## config.mk

```make
export PLATFORM = sky130hd
export DESIGN_NAME = logicnet_layer_seq
export DESIGN_NICKNAME = d
export VERILOG_FILES = /design/src/rtl/logicnet_pkg.sv /design/src/rtl/logicnet_stage_ctrl.sv /design/src/rtl/logicnet_layer_seq.sv
export SDC_FILE = /design/constraint.sdc
export NUM_CORES = 1
export LEC_CHECK = 0
export CAP_MARGIN = 20
export CORE_UTILIZATION = 30
export CTS_BUF_LIST = sky130_fd_sc_hd__clkbuf_16
export DETAILED_ROUTE_END_ITERATION = 8
export PLACE_DENSITY = 0.65
export SYNTH_ARGS = -nofsm -noshare
export SYNTH_HDL_FRONTEND = slang
export SYNTH_SLANG_ARGS = --single-unit
```

## constraint.sdc

```tcl
create_clock -name clk -period 2.7 [get_ports clk]
set_input_delay 0.405 -clock clk [delete_from_list [all_inputs] [get_ports clk]]
set_output_delay 0.405 -clock clk [all_outputs]
set_load 0.05 [all_outputs]
```

## src/rtl/logicnet_pkg.sv

```systemverilog
// Shared constants for the LogicNet layer sequencer.
//   MAX_LAYERS    : largest supported number of registered layer boundaries
//   OCC_W         : width of the occupancy count (holds 0..MAX_LAYERS)
//   CNT_W_DEFAULT : default width of the stall performance counter
package logicnet_pkg;

  localparam int unsigned MAX_LAYERS    = 16;
  localparam int unsigned OCC_W         = 5;
  localparam int unsigned CNT_W_DEFAULT = 16;

endpackage

```

## src/rtl/logicnet_stage_ctrl.sv

```systemverilog
// Valid flag and advance logic for one layer boundary of the LUT-neuron pipeline.
// Ports:
//   clk      : clock, rising edge
//   rst      : synchronous active-high reset
//   i_block  : suppress all advances and clear the flag (reset or flush)
//   i_up_vld : predecessor holds a valid vector (s_valid for stage 0)
//   i_dn_go  : successor takes this stage's vector this cycle (m_ready for last stage)
//   o_adv    : this stage loads a new vector this cycle (drives stage_en)
//   o_vld    : this stage holds a valid vector
module logicnet_stage_ctrl (
  input  logic clk,
  input  logic rst,
  input  logic i_block,
  input  logic i_up_vld,
  input  logic i_dn_go,
  output logic o_adv,
  output logic o_vld
);

  logic r_vld;
  logic w_adv;

  // Load when something is offered and the slot is empty or being vacated.
  assign w_adv = i_up_vld && (!r_vld || i_dn_go) && !i_block;

  always_ff @(posedge clk) begin
    if (rst) begin
      r_vld <= 1'b0;
    end else if (i_block) begin
      r_vld <= 1'b0;
    end else if (w_adv) begin
      r_vld <= 1'b1;
    end else if (i_dn_go) begin
      // Emptied downstream with no refill.
      r_vld <= 1'b0;
    end
  end

  assign o_adv = w_adv;
  assign o_vld = r_vld;

endmodule

```

## src/rtl/logicnet_layer_seq.sv

```systemverilog
// Handshake sequencer for a LAYERS-deep registered LUT-neuron pipeline. Holds no data,
// only per-stage valid flags; the datapath registers outside load on stage_en.
// Ports:
//   clk, rst   : clock and synchronous active-high reset
//   s_valid    : upstream vector valid;        s_ready : vector accepted this cycle
//   m_valid    : last stage holds a result;    m_ready : downstream consumes it
//   flush      : discard every in-flight vector
//   stage_en   : per-stage load enables (bit 0 captures the input vector)
//   stage_vld  : per-stage valid flags
//   occupancy  : number of valid stages
//   stall_cnt  : saturating count of m_valid && !m_ready cycles
module logicnet_layer_seq
  import logicnet_pkg::*;
#(
  parameter int unsigned LAYERS = 4,
  parameter int unsigned CNT_W  = CNT_W_DEFAULT
) (
  input  logic              clk,
  input  logic              rst,
  input  logic              s_valid,
  output logic              s_ready,
  output logic              m_valid,
  input  logic              m_ready,
  input  logic              flush,
  output logic [LAYERS-1:0] stage_en,
  output logic [LAYERS-1:0] stage_vld,
  output logic [OCC_W-1:0]  occupancy,
  output logic [CNT_W-1:0]  stall_cnt
);

  logic              w_block;
  logic [LAYERS-1:0] w_vld;
  logic [LAYERS-1:0] w_adv;
  logic [LAYERS-1:0] w_up_vld;
  logic [LAYERS-1:0] w_dn_go;
  logic              w_go;
  logic              w_accept;
  logic              w_emit;
  logic [OCC_W-1:0]  r_occ;
  logic [CNT_W-1:0]  r_stall;

  assign w_block = rst || flush;

  always_comb begin
    w_up_vld[0] = s_valid;
    for (int i = 1; i < LAYERS; i++) begin
      w_up_vld[i] = w_vld[i-1];
    end
  end

  // Downstream-go chain, rippled from the output back toward stage 0. Built only from
  // the registered flags (never s_valid), so s_ready has no path from s_valid. It
  // recomputes each successor's advance term here in one block rather than feeding the
  // stage outputs back, which keeps the ripple free of combinational feedback.
  always_comb begin
    w_go = m_ready;
    for (int i = LAYERS - 1; i > 0; i--) begin
      w_dn_go[i] = w_go;
      w_go       = w_vld[i-1] && (!w_vld[i] || w_go) && !w_block;
    end
    w_dn_go[0] = w_go;
  end

  for (genvar g = 0; g < LAYERS; g++) begin : g_stage
    logicnet_stage_ctrl u_stage (
      .clk      (clk),
      .rst      (rst),
      .i_block  (w_block),
      .i_up_vld (w_up_vld[g]),
      .i_dn_go  (w_dn_go[g]),
      .o_adv    (w_adv[g]),
      .o_vld    (w_vld[g])
    );
  end

  assign s_ready  = !w_block && (!w_vld[0] || w_dn_go[0]);
  // Masked during reset so an in-flight result is never presented while dropping it.
  assign m_valid  = w_vld[LAYERS-1] && !rst;
  assign w_accept = w_adv[0];
  assign w_emit   = m_valid && m_ready;

  always_ff @(posedge clk) begin
    if (rst || flush) begin
      r_occ <= '0;
    end else if (w_accept && !w_emit) begin
      r_occ <= r_occ + OCC_W'(1);
    end else if (w_emit && !w_accept) begin
      r_occ <= r_occ - OCC_W'(1);
    end
  end

  // Survives flush; only reset clears it.
  always_ff @(posedge clk) begin
    if (rst) begin
      r_stall <= '0;
    end else if (m_valid && !m_ready && (r_stall != {CNT_W{1'b1}})) begin
      r_stall <= r_stall + CNT_W'(1);
    end
  end

  assign stage_en  = w_adv;
  assign stage_vld = w_vld;
  assign occupancy = r_occ;
  assign stall_cnt = r_stall;

endmodule

```

==> metrics.log, run 1 <==
[metrics] timing startpoint of the critical path: flush
[metrics] cell occurring most often along the worst timing path: mux2i_1
[metrics] proportion of layout cells with a drive suffix above 1: 18.75%
[metrics] Cell Count, Final, Fillers Out: 260
[metrics] largest net degree at the start of global routing: 19
[metrics] endpoint class of the critical path: flop
[metrics] floorplan core area: 4474 um2
[metrics] Reg clk slew, reported paths: 0.06 ns
[metrics] net count after synthesis: 180
[metrics] critical path start-end classification: input port to flop
[metrics] largest stage delay on the critical path: 0.43 ns
[metrics] post-detailed-routing wire length: 3395 um
[metrics] half-perimeter wire length after detailed placement: 2621 um
[metrics] synthesis-stage register bit count: 25
[metrics] Tmin final: 2.499 ns
[metrics] Post-Route Skew: 0.001773 ns
[metrics] number of remaining DRC errors: 0
[metrics] normalized max-slew margin: 65.51%
[metrics] area of all placed cells without fillers: 2056 um2
[metrics] final-report max-slew violation count: 0
[metrics] launch instance of the worst register-to-register path: g_stage[3].u_stage.o_vld
[metrics] number of CTS-inserted buffers: 3
[metrics] H-tree Lvls: 1
[metrics] worst skew pair latency: 0.26 ns
[metrics] Placer Congestion: 0.7662
[metrics] die extent in y: 71.05 um
[metrics] wire length of the first global-routing pass: 5809 um
[metrics] transition time at the pin with the least slew margin: 0.5119 ns
[metrics] post-route ant nets: 0
[metrics] status: complete, no violations
[metrics] overall power after layout: 795.4 uW
[metrics] critical path required time: 2.89 ns
[metrics] Post-CTS Repair Setup Buffers: 0
[metrics] max_cap viols: 0
[metrics] register-to-register path setup slack: 0.34 ns
[metrics] critical path launch point type: input port
[metrics] Power Density: 386.9 nW/um2
[metrics] GRT overflow: 0
[metrics] crit path cell chain: clkdlybuf4s50_1 > or2_4 > a21oi_4 > and2_4 > ha_4 > inv_4 > fa_2 > a21o_1 > a21oi_2 > mux2i_1 > mux2i_1
[metrics] vias in the first global route: 1242
[metrics] root cell of the clock tree: clkbuf_16
[metrics] fraction of the yosys area taken by sequential cells: 35.00%
[metrics] I/O pin count: 36
[metrics] via count of the routed design: 1353
[metrics] die area: 5047 um2
[metrics] Syn Inst Count: 169
[metrics] post-route setup TNS: 0 ns
[metrics] DR pass1 iterations: 4
[metrics] final worst path period share: 92.56%
[metrics] number of antenna violations at the first check in global routing: 0
[metrics] RSZ-0062 raised after global routing: false
[metrics] initial cell density of the core: 31.96%
[metrics] CTS tree: yes
[metrics] Buf/Inv on CP: 2
[metrics] final count of negative-setup-slack endpoints: 0
[metrics] # nets final: 220
[metrics] crit path DAT: 2.69 ns
[metrics] buffers from clock root to sink, at most: 2
[metrics] number of antenna repair diodes: 0
[metrics] Row Count: 24
[metrics] depth of the worst register-to-register path: 11
[metrics] Min-Delay Endpoint: occupancy[4]
[metrics] 1st-iter DRT viols: 30
[metrics] number of stages on the worst setup path: 11
[metrics] port buffer count: 35
[metrics] mapped cell area: 1430 um2
[metrics] number of distinct library cells after synthesis: 33
[metrics] synth warn: 0
[metrics] vias per inst: 5.204
[metrics] Max Clk Rate: 400.1 MHz
[metrics] cell count after placement: 256
[metrics] number of sinks driven by the clock tree: 25
[metrics] CP max FO: 4
[metrics] hold violation total from the final report: 0
[metrics] final worst hold slack: 0.4966 ns
[metrics] Mean Syn Cell Area: 8.462 um2
[metrics] wire per inst: 13.06 um
[metrics] static leakage: 0.8090 nW
[metrics] top library cells by usage in the layout, fill and taps aside: clkdlybuf4s50_1, dfxtp_1, nor2_1
[metrics] master of the slowest instance on the critical path: clkdlybuf4s50_1
[metrics] overall global routing resource usage: 14.38%
[metrics] Tightest Hold Check Type: flop to flop
[metrics] FF-to-FF End: occupancy[4]
[metrics] layout overhead on the synthesized area: 43.74%
[metrics] placement-stage cell area: 1968 um2
[metrics] worst vdd rail ir drop: 217.6 uV
[metrics] hold path cells: 2
[metrics] critical hold path startpoint: occupancy[4]
[metrics] width of the die: 71.05 um
[metrics] leading cell type in the layout, fill and taps excluded: clkdlybuf4s50_1
[metrics] cell type group with the largest total delay on the critical path: adder cells
sequential cells by signal (all words and copies together) (netlist names):
| register | flops |
|---|---|
| occupancy | 5 |
| g_stage.u_stage.o_vld | 4 |
| stall_cnt | 16 |
stage by stage:
stage                     utilization [%]  setup WS, ns
after floorplan                         -      -0.05468
after global placement              43.99      -0.06128
after detailed placement            43.99       -0.1404
after CTS                           45.78        0.1122
after global routing                45.95       0.01010
final                               45.95        0.2008
worst max-delay path by stage:
stage	end	slack (ns)
floorplan	occupancy[4]	-0.05
global placement	occupancy[4]	-0.06
detailed placement	occupancy[4]	-0.14
CTS	occupancy[4]	0.11
global route	occupancy[4]	0.01
finish	occupancy[4]	0.20
worst min-delay path, delay by kind of cell, from the launching register on:
kind | cells | cell delay [ns]
flip-flops | 1 | 0.33
multiplexers | 1 | 0.06
AND/OR/NAND/NOR | 1 | 0.06
metal layers:
metal	track usage [%]	wire length, um	up-vias
met3	1.709	100	4
met5	0	0	-
met2	22.86	1558	26
met4	6.000	53	0
li1	-	-	689
met1	19.74	1683	634
cell families after synthesis:
kind of cell / after synthesis / share of synthesized area (%)
xor+xnor: 3 / 1.838
simple gates: 71 / 28.35
compound gates: 36 / 14.87
flops: 25 / 35.00
mux: 10 / 7.349
fa+ha+maj: 6 / 5.774
buf+inv: 18 / 6.824
synthesized netlist by cell type:
| cell | instances | area, um2 |
|---|---|---|
| dfxtp_1 | 25 | 500.5 |
| a21oi_1 | 18 | 90.09 |
| nor2_1 | 18 | 67.56 |
| nand2_1 | 13 | 48.80 |
| buf_4 | 8 | 60.06 |
| o21ai_0 | 7 | 35.03 |
| clkbuf_1 | 6 | 22.52 |
| mux2i_1 | 6 | 60.06 |
| nand4_1 | 6 | 37.54 |
| and4_1 | 5 | 43.79 |
| ha_1 | 5 | 62.56 |
| nand3_1 | 5 | 25.02 |
| nor2b_1 | 5 | 31.28 |
| or3_1 | 5 | 31.28 |
| and3_1 | 4 | 25.02 |
| inv_1 | 4 | 15.01 |
| mux2_2 | 4 | 45.04 |
| o31ai_1 | 4 | 30.03 |
| and2_1 | 3 | 18.77 |
| or4_1 | 3 | 22.52 |
| a21o_1 | 2 | 15.01 |
| xor2_1 | 2 | 17.52 |
| fa_1 | 1 | 20.02 |
| nand4_4 | 1 | 21.27 |
| nor3b_1 | 1 | 7.510 |
| nor3b_4 | 1 | 18.77 |
| o211ai_1 | 1 | 7.510 |
| o21bai_1 | 1 | 7.510 |
| o311a_1 | 1 | 10.01 |
| o311ai_0 | 1 | 8.760 |
| o41ai_1 | 1 | 8.760 |
| or2_2 | 1 | 6.260 |
| xnor2_1 | 1 | 8.760 |
cell type report:
class	instances	area, um2
Fill cell	434	2419
Sequential cell	25	500.5
Inverter	4	17.52
Multi-Input combinational cell	126	874.6
Tap cell	52	65.06
Clock inverter	1	5.005
Clock buffer	3	75.07
Timing Repair Buffer	49	518.0
power breakdown:
| part | switching [mW] | internal [mW] | leakage (nW) |
|---|---|---|---|
| Clock | 0.135 | 0.200 | 0.0409 |
| Sequential | 0.00346 | 0.371 | 0.202 |
| Combinational | 0.0457 | 0.0399 | 0.566 |
| Total | 0.184 | 0.611 | 0.809 |
timing repair:
action | in CTS | in global routing
resized for setup | 0 | 3
hold buffers | 0 | 0
endpoints found under the hold margin | 0 | 0
endpoints found under the setup margin | 0 | 1
Power figures use the tool's default switching activity.
==> inputs of run 2 (changes only) <==
Settings changed: CORE_UTILIZATION 30 to 35, HOLD_SLACK_MARGIN from default to 0.06, PLACE_DENSITY 0.65 to 0.73.
==> metrics.log, run 2 (same netlist as run 1, synthesis figures left out) <==
[metrics] status: complete, no violations
[metrics] Sequential Power Share: 48.0% (+0.9 points)
[metrics] die area: 4345 um2 (-14%)
[metrics] number of antenna violations at the first check in global routing: 0 (unchanged)
[metrics] depth of the worst register-to-register path: 11 (unchanged)
[metrics] number of remaining DRC errors: 0 (unchanged)
[metrics] Power Density: 384.2 nW/um2 (-0.71%)
[metrics] critical path start-end classification: input port to flop
[metrics] largest net degree at the start of global routing: 19 (unchanged)
[metrics] post-detailed-routing wire length: 3122 um (-8.0%)
[metrics] Tightest Hold Check Type: flop to flop
[metrics] DR pass1 iterations: 4 (unchanged)
[metrics] overall global routing resource usage: 16.39% (+2.0 points)
[metrics] 1st-iter DRT viols: 66 (+120%)
[metrics] wire per inst: 12.24 um (-6.2%)
[metrics] hold violation total from the final report: 0 (unchanged)
[metrics] GRT overflow: 0 (unchanged)
[metrics] critical path required time: 2.89 ns (about the same)
[metrics] Max Clk Rate: 388.7 MHz (-2.9%)
[metrics] transition time at the pin with the least slew margin: 0.5245 ns (+0.01255 ns)
[metrics] launch instance of the worst register-to-register path: g_stage[3].u_stage.o_vld
[metrics] crit path DAT: 2.76 ns (+0.07 ns)
[metrics] width of the die: 65.92 um (-7.2%)
[metrics] half-perimeter wire length after detailed placement: 2389 um (-8.8%)
[metrics] via count of the routed design: 1339 (-1.0%)
[metrics] normalized max-slew margin: 64.66% (-0.85 points)
[metrics] # nets final: 219 (-0.45%)
[metrics] cell count after placement: 251 (-2.0%)
[metrics] register-to-register path setup slack: 0.33 ns (about the same)
[metrics] CTS tree: yes
[metrics] Tmin final: 2.573 ns (+0.07360 ns)
[metrics] vias in the first global route: 1212 (-2.4%)
[metrics] Row Count: 22 (-8.3%)
[metrics] total internal power: 609.6 uW (-0.25%)
[metrics] number of sinks driven by the clock tree: 25 (unchanged)
[metrics] floorplan core area: 3799 um2 (-15%)
[metrics] part of the total power dissipated in combinational logic: 11.0% (+0.2 points)
[metrics] initial cell density of the core: 37.65% (+5.7 points)
[metrics] Post-Route Skew: 0.001881 ns (+0.0001080 ns)
[metrics] critical path launch point type: input port
[metrics] final count of negative-setup-slack endpoints: 0 (unchanged)
[metrics] Cell Count, Final, Fillers Out: 255 (-1.9%)
[metrics] Reg clk slew, reported paths: 0.06 ns (about the same)
[metrics] post-route ant nets: 0 (unchanged)
[metrics] number of hold buffers added after CTS: 0 (unchanged)
[metrics] H-tree Lvls: 1 (unchanged)
[metrics] Post-CTS Repair Setup Buffers: 0 (unchanged)
[metrics] port buffer count: 35 (unchanged)
[metrics] placement-stage cell area: 1956 um2 (-0.64%)
[metrics] die extent in y: 65.92 um (-7.2%)
[metrics] I/O pin count: 36 (unchanged)
[metrics] final worst path period share: 95.29% (+2.7 points)
[metrics] max_cap viols: 0 (unchanged)
[metrics] wire length of the first global-routing pass: 5561 um (-4.3%)
[metrics] layout overhead on the synthesized area: 42.26%
[metrics] vias per inst: 5.251 (+0.91%)
[metrics] Critical Path End: occupancy[4]
[metrics] count of cells resized by post-cts repair: 0 (unchanged)
[metrics] buffers from clock root to sink, at most: 2 (unchanged)
[metrics] worst skew pair latency: 0.26 ns (about the same)
[metrics] static leakage: 0.7982 nW (-1.3%)
[metrics] part of the power in the clock network: 41.1% (-1.0 points)
[metrics] Largest register FFs: 16 (unchanged)
[metrics] leading cell type in the layout, fill and taps excluded: clkdlybuf4s50_1
[metrics] worst vdd rail ir drop: 172.1 uV (-21%)
[metrics] number of CTS-inserted buffers: 3 (unchanged)
[metrics] top library cells by usage in the layout, fill and taps aside: clkdlybuf4s50_1, dfxtp_1, nor2_1
[metrics] RSZ-0062 raised after global routing: false
[metrics] number of antenna repair diodes: 0 (unchanged)
[metrics] switching share of power: 22.01% (-1.2 points)
[metrics] final-report max-slew violation count: 0 (unchanged)
[metrics] endpoint class of the critical path: flop
[metrics] proportion of layout cells with a drive suffix above 1: 17.39% (-1.4 points)
[metrics] area of all placed cells without fillers: 2034 um2 (-1.0%)
[metrics] Placer Congestion: 0.7745 (+1.1%)
[metrics] FF-to-FF End: occupancy[4]
[metrics] root cell of the clock tree: clkbuf_16
[metrics] timing startpoint of the critical path: m_ready
[metrics] P_sw: 172.0 uW (-6.7%)
[metrics] CP max FO: 4 (unchanged)
[run 2: cell types whose count changed in the layout (fill, tap and decap cells not counted)]
cell	previous run	this run
clkinv_2	1	0
and3_4	1	0
inv_1	3	4
dlymetal6s2s_1	1	0
and3_1	3	4
buf_4	14	13
clkdlybuf4s50_1	28	29
[run 2: per-layer routing]
metal | global-route usage [%] | wire length (um) | up-vias
met1 | 23.19 | 1517 | 626
met2 | 24.74 | 1458 | 27
met3 | 2.241 | 98 | 4
met4 | 6.522 | 46 | 0
met5 | 0 | 0 | -
li1 | - | - | 682
[run 2: worst min-delay path by stage]
stage                     slack, ns                       end                      from  cells after the start
after floorplan                0.47  g_stage[2].u_stage.o_vld  g_stage[1].u_stage.o_vld                      2
after global placement         0.46              occupancy[4]              occupancy[4]                      2
after detailed placement       0.48              occupancy[4]              occupancy[4]                      2
after CTS                      0.49              occupancy[4]              occupancy[4]                      2
after global routing           0.52              occupancy[4]              occupancy[4]                      2
final                          0.48              occupancy[4]              occupancy[4]                      2
[run 2: layout make-up]
cell class                 count  area, um2
tap                           48      60.06
fill                         361       1764
clock buffer                   3      75.07
inverter                       4      17.52
sequential                    25      500.5
clock inverter                 1      3.754
timing repair buffer          48      508.0
multi-input combinational    126      869.6
[run 2: per-stage QoR]
stage | worst slack [ns] | util [%] | total power, mW | hold slack [ns] | setup TNS (ns)
after detailed placement | -0.1334 | 51.48 | 0.4686 | 0.4768 | -0.1334
after global placement | -0.08274 | 51.48 | 0.4677 | 0.4641 | -0.08274
after global routing | 0.01574 | 53.56 | 0.8245 | 0.5168 | 0
after floorplan | -0.05468 | - | 0.4374 | 0.4730 | -0.05468
final | 0.1272 | 53.56 | 0.7816 | 0.4823 | 0
after CTS | 0.1247 | 53.56 | 0.7947 | 0.4856 | 0
[run 2: power groups by stage]
| stage | clock [mW] | combinational [mW] | sequential [mW] |
|---|---|---|---|
| 2_1_floorplan | 0 | 0.0486 | 0.389 |
| 3_3_place_gp | 0 | 0.0845 | 0.383 |
| 3_5_place_dp | 0 | 0.0855 | 0.383 |
| 4_1_cts | 0.334 | 0.0863 | 0.375 |
| 5_1_grt | 0.357 | 0.0921 | 0.375 |
| 6_report | 0.321 | 0.0857 | 0.375 |
[run 2: critical path, stage by stage]
cell	delay (ns)
clkdlybuf4s50_1	0.47
nor2b_1	0.06
and3_1	0.24
a21oi_4	0.17
and2_4	0.17
ha_4	0.14
inv_4	0.04
fa_2	0.35
a21o_1	0.17
a21oi_2	0.12
mux2i_1	0.22
mux2i_1	0.19
